===== config.mk =====
export PLATFORM = sky130hd
export DESIGN_NAME = txn_control
export DESIGN_NICKNAME = d
export VERILOG_FILES = /design/src/rtl/txn_control.sv
export SDC_FILE = /design/constraint.sdc
export NUM_CORES = 1
export LEC_CHECK = 0
export ABC_CLOCK_PERIOD_IN_PS = 2250
export CORE_MARGIN = 10
export CORE_UTILIZATION = 46
export DETAILED_ROUTE_END_ITERATION = 7
export PLACE_DENSITY = 0.8
export SYNTH_ARGS = -nofsm -noshare
export SYNTH_HDL_FRONTEND = slang
export SYNTH_SLANG_ARGS = --single-unit

===== constraint.sdc =====
create_clock -name clock -period 2.25 [get_ports clock]
set_input_delay 0.675 -clock clock [delete_from_list [all_inputs] [get_ports clock]]
set_output_delay 0.675 -clock clock [all_outputs]
set_load 0.02 [all_outputs]

===== src/rtl/txn_control.sv =====
// -----------------------------------------------------------------------------
// txn_control
//
// Transaction sequencer for the coin-transfer game with NUM_PLAYERS accounts.
// After reset it writes the initial balance of every account, one per cycle.
// It then uses the load button to walk the user through source, destination,
// amount and key entry. A start request validates the transfer and launches
// the animation/transfer datapath under a watchdog. The outcome is reported as
// a sticky status code.
//
// Parameters
//   NUM_PLAYERS     number of player accounts (2..16)
//   PID_W           player index width, PID_W >= clog2(NUM_PLAYERS)
//   TIMEOUT_CYCLES  maximum number of TRANSACTION cycles before abort (>= 2)
//
// Ports
//   clock                 in   system clock
//   resetn                in   asynchronous active-low reset
//   load_signal           in   level button, high while the current field loads
//   start_signal          in   level, requests the transfer
//   abort_signal          in   level, cancels entry
//   finished_transaction  in   animation datapath done
//   balance_ok            in   source balance >= amount (valid in CHECK)
//   player_sel            in   player index from the switches
//   init_memory           out  write the initial balance at init_addr
//   init_addr             out  account being initialised
//   load_memory           out  display/read balances while idle
//   load_amount           out  amount register enable
//   load_key              out  key register enable
//   src_id, dst_id        out  latched player indices
//   start_transaction     out  high throughout TRANSACTION
//   reset_others          out  active-low datapath reset pulse
//   busy                  out  high in every state except IDLE
//   error_code            out  0 none, 1 invalid player, 2 insufficient funds,
//                              3 timeout
// -----------------------------------------------------------------------------
module txn_control #(
    parameter int NUM_PLAYERS    = 4,
    parameter int PID_W          = 4,
    parameter int TIMEOUT_CYCLES = 1000000
) (
    input  logic             clock,
    input  logic             resetn,
    input  logic             load_signal,
    input  logic             start_signal,
    input  logic             abort_signal,
    input  logic             finished_transaction,
    input  logic             balance_ok,
    input  logic [PID_W-1:0] player_sel,
    output logic             init_memory,
    output logic [PID_W-1:0] init_addr,
    output logic             load_memory,
    output logic             load_amount,
    output logic             load_key,
    output logic [PID_W-1:0] src_id,
    output logic [PID_W-1:0] dst_id,
    output logic             start_transaction,
    output logic             reset_others,
    output logic             busy,
    output logic [1:0]       error_code
);

    // The watchdog only has to hold 0..TIMEOUT_CYCLES-1.
    localparam int WD_W = (TIMEOUT_CYCLES > 2) ? $clog2(TIMEOUT_CYCLES) : 1;

    localparam logic [WD_W-1:0]  WD_LAST   = WD_W'(TIMEOUT_CYCLES - 1);
    localparam logic [PID_W-1:0] LAST_ADDR = PID_W'(NUM_PLAYERS - 1);
    // One extra bit, so the range check stays meaningful when NUM_PLAYERS
    // equals 2**PID_W.
    localparam logic [PID_W:0]   NP_EXT    = (PID_W + 1)'(NUM_PLAYERS);

    localparam logic [1:0] ERR_NONE    = 2'd0;
    localparam logic [1:0] ERR_PLAYER  = 2'd1;
    localparam logic [1:0] ERR_FUNDS   = 2'd2;
    localparam logic [1:0] ERR_TIMEOUT = 2'd3;

    typedef enum logic [3:0] {
        S_INIT,
        S_IDLE,
        S_LOAD_SRC,
        S_WAIT_DST,
        S_LOAD_DST,
        S_WAIT_AMT,
        S_LOAD_AMT,
        S_WAIT_KEY,
        S_LOAD_KEY,
        S_WAIT_START,
        S_CHECK,
        S_TRANSACTION,
        S_REJECT,
        S_RESET_OTHERS
    } state_t;

    state_t           state_q, state_d;
    logic [PID_W-1:0] addr_q,  addr_d;
    logic [PID_W-1:0] src_q,   src_d;
    logic [PID_W-1:0] dst_q,   dst_d;
    logic [1:0]       err_q,   err_d;
    logic [WD_W-1:0]  wdog_q,  wdog_d;

    logic             bad_player;

    // A request is malformed if it targets the source account itself or
    // names an account that does not exist.
    always_comb begin
        bad_player = (src_q == dst_q)
                  || ({1'b0, src_q} >= NP_EXT)
                  || ({1'b0, dst_q} >= NP_EXT);
    end

    always_ff @(posedge clock or negedge resetn) begin
        if (!resetn) begin
            state_q <= S_INIT;
            addr_q  <= '0;
            src_q   <= '0;
            dst_q   <= '0;
            err_q   <= ERR_NONE;
            wdog_q  <= '0;
        end else begin
            state_q <= state_d;
            addr_q  <= addr_d;
            src_q   <= src_d;
            dst_q   <= dst_d;
            err_q   <= err_d;
            wdog_q  <= wdog_d;
        end
    end

    always_comb begin
        state_d           = state_q;
        addr_d            = addr_q;
        src_d             = src_q;
        dst_d             = dst_q;
        err_d             = err_q;
        wdog_d            = wdog_q;

        init_memory       = 1'b0;
        load_memory       = 1'b0;
        load_amount       = 1'b0;
        load_key          = 1'b0;
        start_transaction = 1'b0;
        reset_others      = 1'b1;
        busy              = 1'b1;

        case (state_q)
            S_INIT: begin
                // One account per cycle; all user inputs are ignored.
                init_memory = 1'b1;
                if (addr_q == LAST_ADDR) begin
                    addr_d  = '0;
                    state_d = S_IDLE;
                end else begin
                    addr_d = addr_q + PID_W'(1);
                end
            end

            S_IDLE: begin
                busy        = 1'b0;
                load_memory = 1'b1;
                if (load_signal) begin
                    // A new request starts with a clean status.
                    err_d   = ERR_NONE;
                    state_d = S_LOAD_SRC;
                end
            end

            // While a field is loading, its register follows the switches
            // every cycle. The value seen on the release cycle is the one kept.
            S_LOAD_SRC: begin
                src_d = player_sel;
                if (abort_signal)      state_d = S_RESET_OTHERS;
                else if (!load_signal) state_d = S_WAIT_DST;
            end

            S_WAIT_DST: begin
                if (abort_signal)     state_d = S_RESET_OTHERS;
                else if (load_signal) state_d = S_LOAD_DST;
            end

            S_LOAD_DST: begin
                dst_d = player_sel;
                if (abort_signal)      state_d = S_RESET_OTHERS;
                else if (!load_signal) state_d = S_WAIT_AMT;
            end

            S_WAIT_AMT: begin
                if (abort_signal)     state_d = S_RESET_OTHERS;
                else if (load_signal) state_d = S_LOAD_AMT;
            end

            S_LOAD_AMT: begin
                load_amount = 1'b1;
                if (abort_signal)      state_d = S_RESET_OTHERS;
                else if (!load_signal) state_d = S_WAIT_KEY;
            end

            S_WAIT_KEY: begin
                if (abort_signal)     state_d = S_RESET_OTHERS;
                else if (load_signal) state_d = S_LOAD_KEY;
            end

            S_LOAD_KEY: begin
                load_key = 1'b1;
                if (abort_signal)      state_d = S_RESET_OTHERS;
                else if (!load_signal) state_d = S_WAIT_START;
            end

            S_WAIT_START: begin
                if (abort_signal)      state_d = S_RESET_OTHERS;
                else if (start_signal) state_d = S_CHECK;
            end

            S_CHECK: begin
                // A player error takes precedence over a funds error.
                if (bad_player) begin
                    err_d   = ERR_PLAYER;
                    state_d = S_REJECT;
                end else if (!balance_ok) begin
                    err_d   = ERR_FUNDS;
                    state_d = S_REJECT;
                end else begin
                    wdog_d  = '0;
                    state_d = S_TRANSACTION;
                end
            end

            S_TRANSACTION: begin
                start_transaction = 1'b1;
                wdog_d            = wdog_q + WD_W'(1);
                // Completion on the last allowed cycle still counts as success.
                if (finished_transaction) begin
                    state_d = S_RESET_OTHERS;
                end else if (wdog_q == WD_LAST) begin
                    err_d   = ERR_TIMEOUT;
                    state_d = S_RESET_OTHERS;
                end
            end

            S_REJECT: begin
                state_d = S_RESET_OTHERS;
            end

            S_RESET_OTHERS: begin
                reset_others = 1'b0;
                state_d      = S_IDLE;
            end

            default: begin
                state_d = S_INIT;
            end
        endcase
    end

    assign init_addr  = addr_q;
    assign src_id     = src_q;
    assign dst_id     = dst_q;
    assign error_code = err_q;

endmodule

Word level (Yosys, flattened, before mapping)
Index checks and enable logic that the tools add are counted.
{ "totals": {"input_bits": 11, "register_bits": 38, "elab_cells": 90, "out_inout_bits": 21} }
{ "op_classes": {"eq_ne": 32, "n_mux": 40, "reduce_logical": 8, "n_addsub": 2, "n_lt_le_gt_ge": 2} }
{ "ops": {"columns": ["cell", "count"], "rows": [
  ["two-way mux 4 bit", 21],
  ["one-hot mux 4 bit (14 select lines)", 1],
  ["two-way mux 20 bit", 2],
  ["one-hot mux 20 bit (2 select lines)", 1],
  ["!= test 3 bit (second input constant)", 10],
  ["equality test 4 bit (second input constant)", 6],
  ["adder 20 x 1 -> 20 bit (second input constant)", 1],
  ["equality test 20 bit (second input constant)", 1],
  ["equality test 4 x 3 -> 1 bit (second input constant)", 4],
  ["equality test 4 x 2 -> 1 bit (second input constant)", 3],
  ["!= test 2 bit (second input constant)", 6],
  ["AND reduction 11 bit", 1],
  ["two-way mux 2 bit", 5],
  [">= comparator 4 x 3 -> 1 bit (second input constant)", 2],
  ["two-way mux 1 bit", 7],
  ["two-way mux 3 bit", 2],
  ["one-hot mux 2 bit (3 select lines)", 1],
  ["AND reduction 5 bit", 1],
  ["adder 4 x 1 -> 4 bit (second input constant)", 1],
  ["equality test 4 x 1 -> 1 bit (second input constant)", 1],
  ["equality test 4 bit", 1],
  ["zero test 4 bit", 1],
  ["AND reduction 3 bit", 1],
  ["nonzero test 3 bit", 1],
  ["2 further kinds", 3]
]} }

Logic depth before layout (Yosys ltp)
Gate-level depths: netlist of the first run.
{ "logic_depth": {"depth_word": 5, "ltp_mapped": 8, "mapped_depth_nobuf": 6} }

Worst setup path before layout of the first run
No wires, ideal clock.
{ "synth_path": {"path_kind": "reg-to-reg", "from": "register wdog_q[12]", "to": "register state_q[2]", "period_less_slack_ps": 2173, "stages_incl_launch_ff": 6, "n_path_buf": 0, "required_ps": 2125, "setup_time_ps": 125, "arrival_ps": 2048, "slack_ps": 77, "cell_sequence": "dfrtp_1 -> or4_1 -> nor4_1 -> nand4b_1 -> a211oi_4 -> mux2_4"} }
{ "synth_between": {"elab_chain_len": 3} }
{ "synth_rtl": {"columns": ["item", "line", "source"], "rows": [
  ["start, declared", "99", "logic [WD_W-1:0] wdog_q, wdog_d;"],
  ["start signal, assigned", "125", "wdog_q <= wdog_d;"],
  ["equality test 20 bit", "233", "end else if (wdog_q == WD_LAST) begin"],
  ["!= test 3 bit (no line)", null, null],
  ["AND reduction 11 bit (no line)", null, null],
  ["end signal, assigned", "120", "state_q <= state_d;"],
  ["end, declared", "94", "state_t state_q, state_d;"]
]} }
No other way between the ends.
A chain may end at the register's enable or synchronous reset.

Final worst setup path of the first run
{ "layout_path": {"from": "register dst_q[2], in the netlist dst_id[2]", "to": "register wdog_q[9]"} }
{ "layout_between": {"elab_chain_len": 5, "elab_cells_between_ends": 6, "cone_classes": "order compare: 1; eq/ne: 2; reduce/logical: 3"} }
{ "layout_rtl": {"columns": ["item", "line", "source"], "rows": [
  ["start, declared", "97", "logic [PID_W-1:0] dst_q, dst_d;"],
  ["start signal, assigned", "123", "dst_q <= dst_d;"],
  ["branches (longest 2 deep; another with >= comparator 4 x 3 -> 1 bit)", null, null],
  ["logical OR 1 bit (*)", "108", "|| ({1'b0, dst_q} >= NP_EXT);"],
  ["!= test 2 bit (no line) (*)", null, null],
  ["AND reduction 3 bit (no line) (*)", null, null]
]} }
Every way passes the cells marked *.

==> results of run 1 <==
## state kept, by name (all words and copies together), names as in the netlist
| signal | flops |
|---|---|
| wdog_q | 20 |
| dst_id | 4 |
| init_addr | 4 |
| src_id | 4 |
| state_q | 4 |
| error_code | 2 |
## area by class of cell
| class | count | area, um^2 |
|---|---|---|
| timing repair buffer | 77 | 654.4 |
| sequential | 38 | 953.4 |
| clock buffer | 5 | 68.82 |
| tap | 52 | 65.06 |
| inverter | 11 | 41.29 |
| multi-input combinational | 168 | 1195 |
| fill | 336 | 1421 |
| clock inverter | 3 | 45.04 |
## worst max-delay path, stage by stage (launching register included)
cell	delay, ns
dfrtp_1	0.41
or4_4	0.58
a211oi_4	0.25
o2111ai_4	0.20
buf_4	0.19
or3_1	0.32
a21oi_1	0.18
## routing by layer
metal | up-vias | track usage | part of all wire
li1 | 981 | - | -
met1 | 988 | 0.1769 | 0.45
met2 | 46 | 0.2234 | 0.48
met3 | 9 | 0.03676 | 0.050
met4 | 0 | 0.06461 | 0.018
met5 | - | 0 | 0
## timing repair
item / in CTS / in global routing
hold buffers: 0 / 0
pin swaps: 1 / 4
endpoints found under the setup margin: 15 / 19
gates resized for setup: 10 / 23
buffers inserted: 1 / 3
gates cloned: 0 / 1
## through the flow
step / setup TNS, ns / instances
after floorplan: 0 / 229
after global placement: -2.779 / 341
after detailed placement: -3.534 / 341
after CTS: 0 / 350
after global routing: -0.05751 / 354
final: 0 / 354
## synth_stat cells (7+ instances only)
library cell  count
o21ai_1          12
o21ai_0           7
dfrtp_1          38
or3_1             8
nor2_1           19
inv_1            10
clkbuf_1          9
nand2_1          11
mux2_2            9
xor2_1            8
nand3_1           7
a21oi_1          14
## power breakdown
part | total, mW | switching [mW] | internal, mW
combinational | 1.72 | 0.842 | 0.881
sequential | 1.08 | 0.205 | 0.877
clock | 0.590 | 0.260 | 0.330
total | 3.40 | 1.31 | 2.09
## logic make-up (layout without fill, tap and decap cells)
family / after synthesis / count (layout) / share of synthesized area
AND/OR/NAND/NOR: 75 / 75 / 0.1864
AO/OA/AOI/OAI: 64 / 64 / 0.1962
flip-flops: 38 / 38 / 0.4385
multiplexers: 14 / 14 / 0.07271
buffers and inverters: 23 / 96 / 0.04212
XOR/XNOR: 13 / 13 / 0.05251
adder cells (fa/ha/maj): 2 / 2 / 0.01154
## path summary, 6_finish.rpt
kind                                            from                        end  slack [ns]  cells past startpoint
max                            dst_id[2]$_DFFE_PN0P_      wdog_q[9]$_DFFE_PN0P_        0.05                      6
min reg2reg                error_code[1]$_DFFE_PN0P_  error_code[1]$_DFFE_PN0P_        0.51                      1
min                                           resetn      wdog_q[6]$_DFFE_PN0P_        0.32                      1
max in group asynchronous                     resetn     wdog_q[12]$_DFFE_PN0P_        1.47                      2
max reg2reg                    dst_id[2]$_DFFE_PN0P_      wdog_q[9]$_DFFE_PN0P_        0.05                      6
min in group clock         error_code[1]$_DFFE_PN0P_  error_code[1]$_DFFE_PN0P_        0.51                      1
==> results.yml, run 1 <==
sta:
  relSlewSlack: 0.6811
  tightest_slew_ns: 0.4709
  skew_ns: 0.007650
  period_minus_slack_ns: 2.201
  fmax_mhz: 454.3
  slew_violations: 0
  setup_slack_ns: 0.04873
  finalSetupViolCount: 0
  timing.final.crit_share: 0.9783
  hold_viol: 0
  fin_hold_ws_ns: 0.3224
global_route:
  grt_pass1_vias: 1925
  antenna_found_initial: 0
  grt_max_degree: 21
  grt-ovfl-total: 0
  grt_pass1_wl_um: 8928
  grt_usage: 0.1415
detailed_routing:
  drc: 0
  dr.pass1.iters: 4
  wirelength_um: 5631
  ant_nets: 0
  dr.first_iter.drc_count: 158
  post_drt_wl_per_cell_um: 15.91
  vias: 2024
  via_per_inst: 5.718
logic_synthesis:
  avgSynthCellArea_um2: 9.469
  syn_area_um2: 2168
  seq_area_frac_synth: 0.4385
  yosys.cell_types.count: 48
  synth_top_area_cell: "dfrtp_1"
  synth-edff-count: 0
  ys_ff_latch: 38
  ys_top_cells_by_area: "dfrtp_1, mux2_2, nor2_1"
  synthCells: 229
  ys.flop_type: "dfrtp_1"
  ys_async_sr_fraction: 1.000
  synth_top_area_frac: 0.4385
  syn_nets: 242
  ys_warn_count: 0
clock_network:
  cts_buffers: 5
  cts_sinks: 38
  cts_root_buf: "clkbuf_8"
  path_clk_slew_ns: 0.08
  htree_levels: 2
  clock_latency_ns: 0.29
  cts_tree: "yes"
  clk_path_buf_depth: 2
worst_setup_path:
  crit_path_end_kind: "flop"
  crit_arrival_ns: 2.41
  path_class: "flop to flop"
  critPathRequiredTime_ns: 2.46
  worstPathMaxFanout: 5
  start_kind: "flop"
cells_and_area:
  final_common_cell: "buf_4"
  syn2layout_area_growth_pct: 39.41
  final_core_util: 0.6802
  drive_above_1_share: 0.2748
  final_cell_mix: "buf_4, dfrtp_1, clkdlybuf4s50_1"
  final_cell_area_um2: 3023
  antenna_cells: 0
  nNetsFinal: 314
run_status:
  status: "finished clean"
floorplanning:
  die_area_um2: 7860
  die_x_um: 88.66
  boundaryPins: 32
  die_h_um: 88.66
  core_um2: 4444
  core.rowCount: 24
  initial_core_util: 0.4879
place:
  gp_congestion: 0.9181
  io_buffers: 31
  placed_area_um2: 2814
  place_ws_ns: -0.3829
  place_hpwl_um: 4039
power:
  power_density_nw_per_um2: 1123
  p_total_mw: 3.395
  total_leakage_power_nw: 1.304
  ir_drop_mv: 0.9522
run:
  drv_cap: 0
worst_hold_path:
  hp-class: "input pin to asynchronous set/reset pin"
No activity file was read; power rests on OpenSTA's default activity.
==> inputs of run 2 (changes only) <==
- CAP_MARGIN: default -> 30
==> results of run 2 <==
The final DEF is identical to that of run 1; final timing and power are the same.
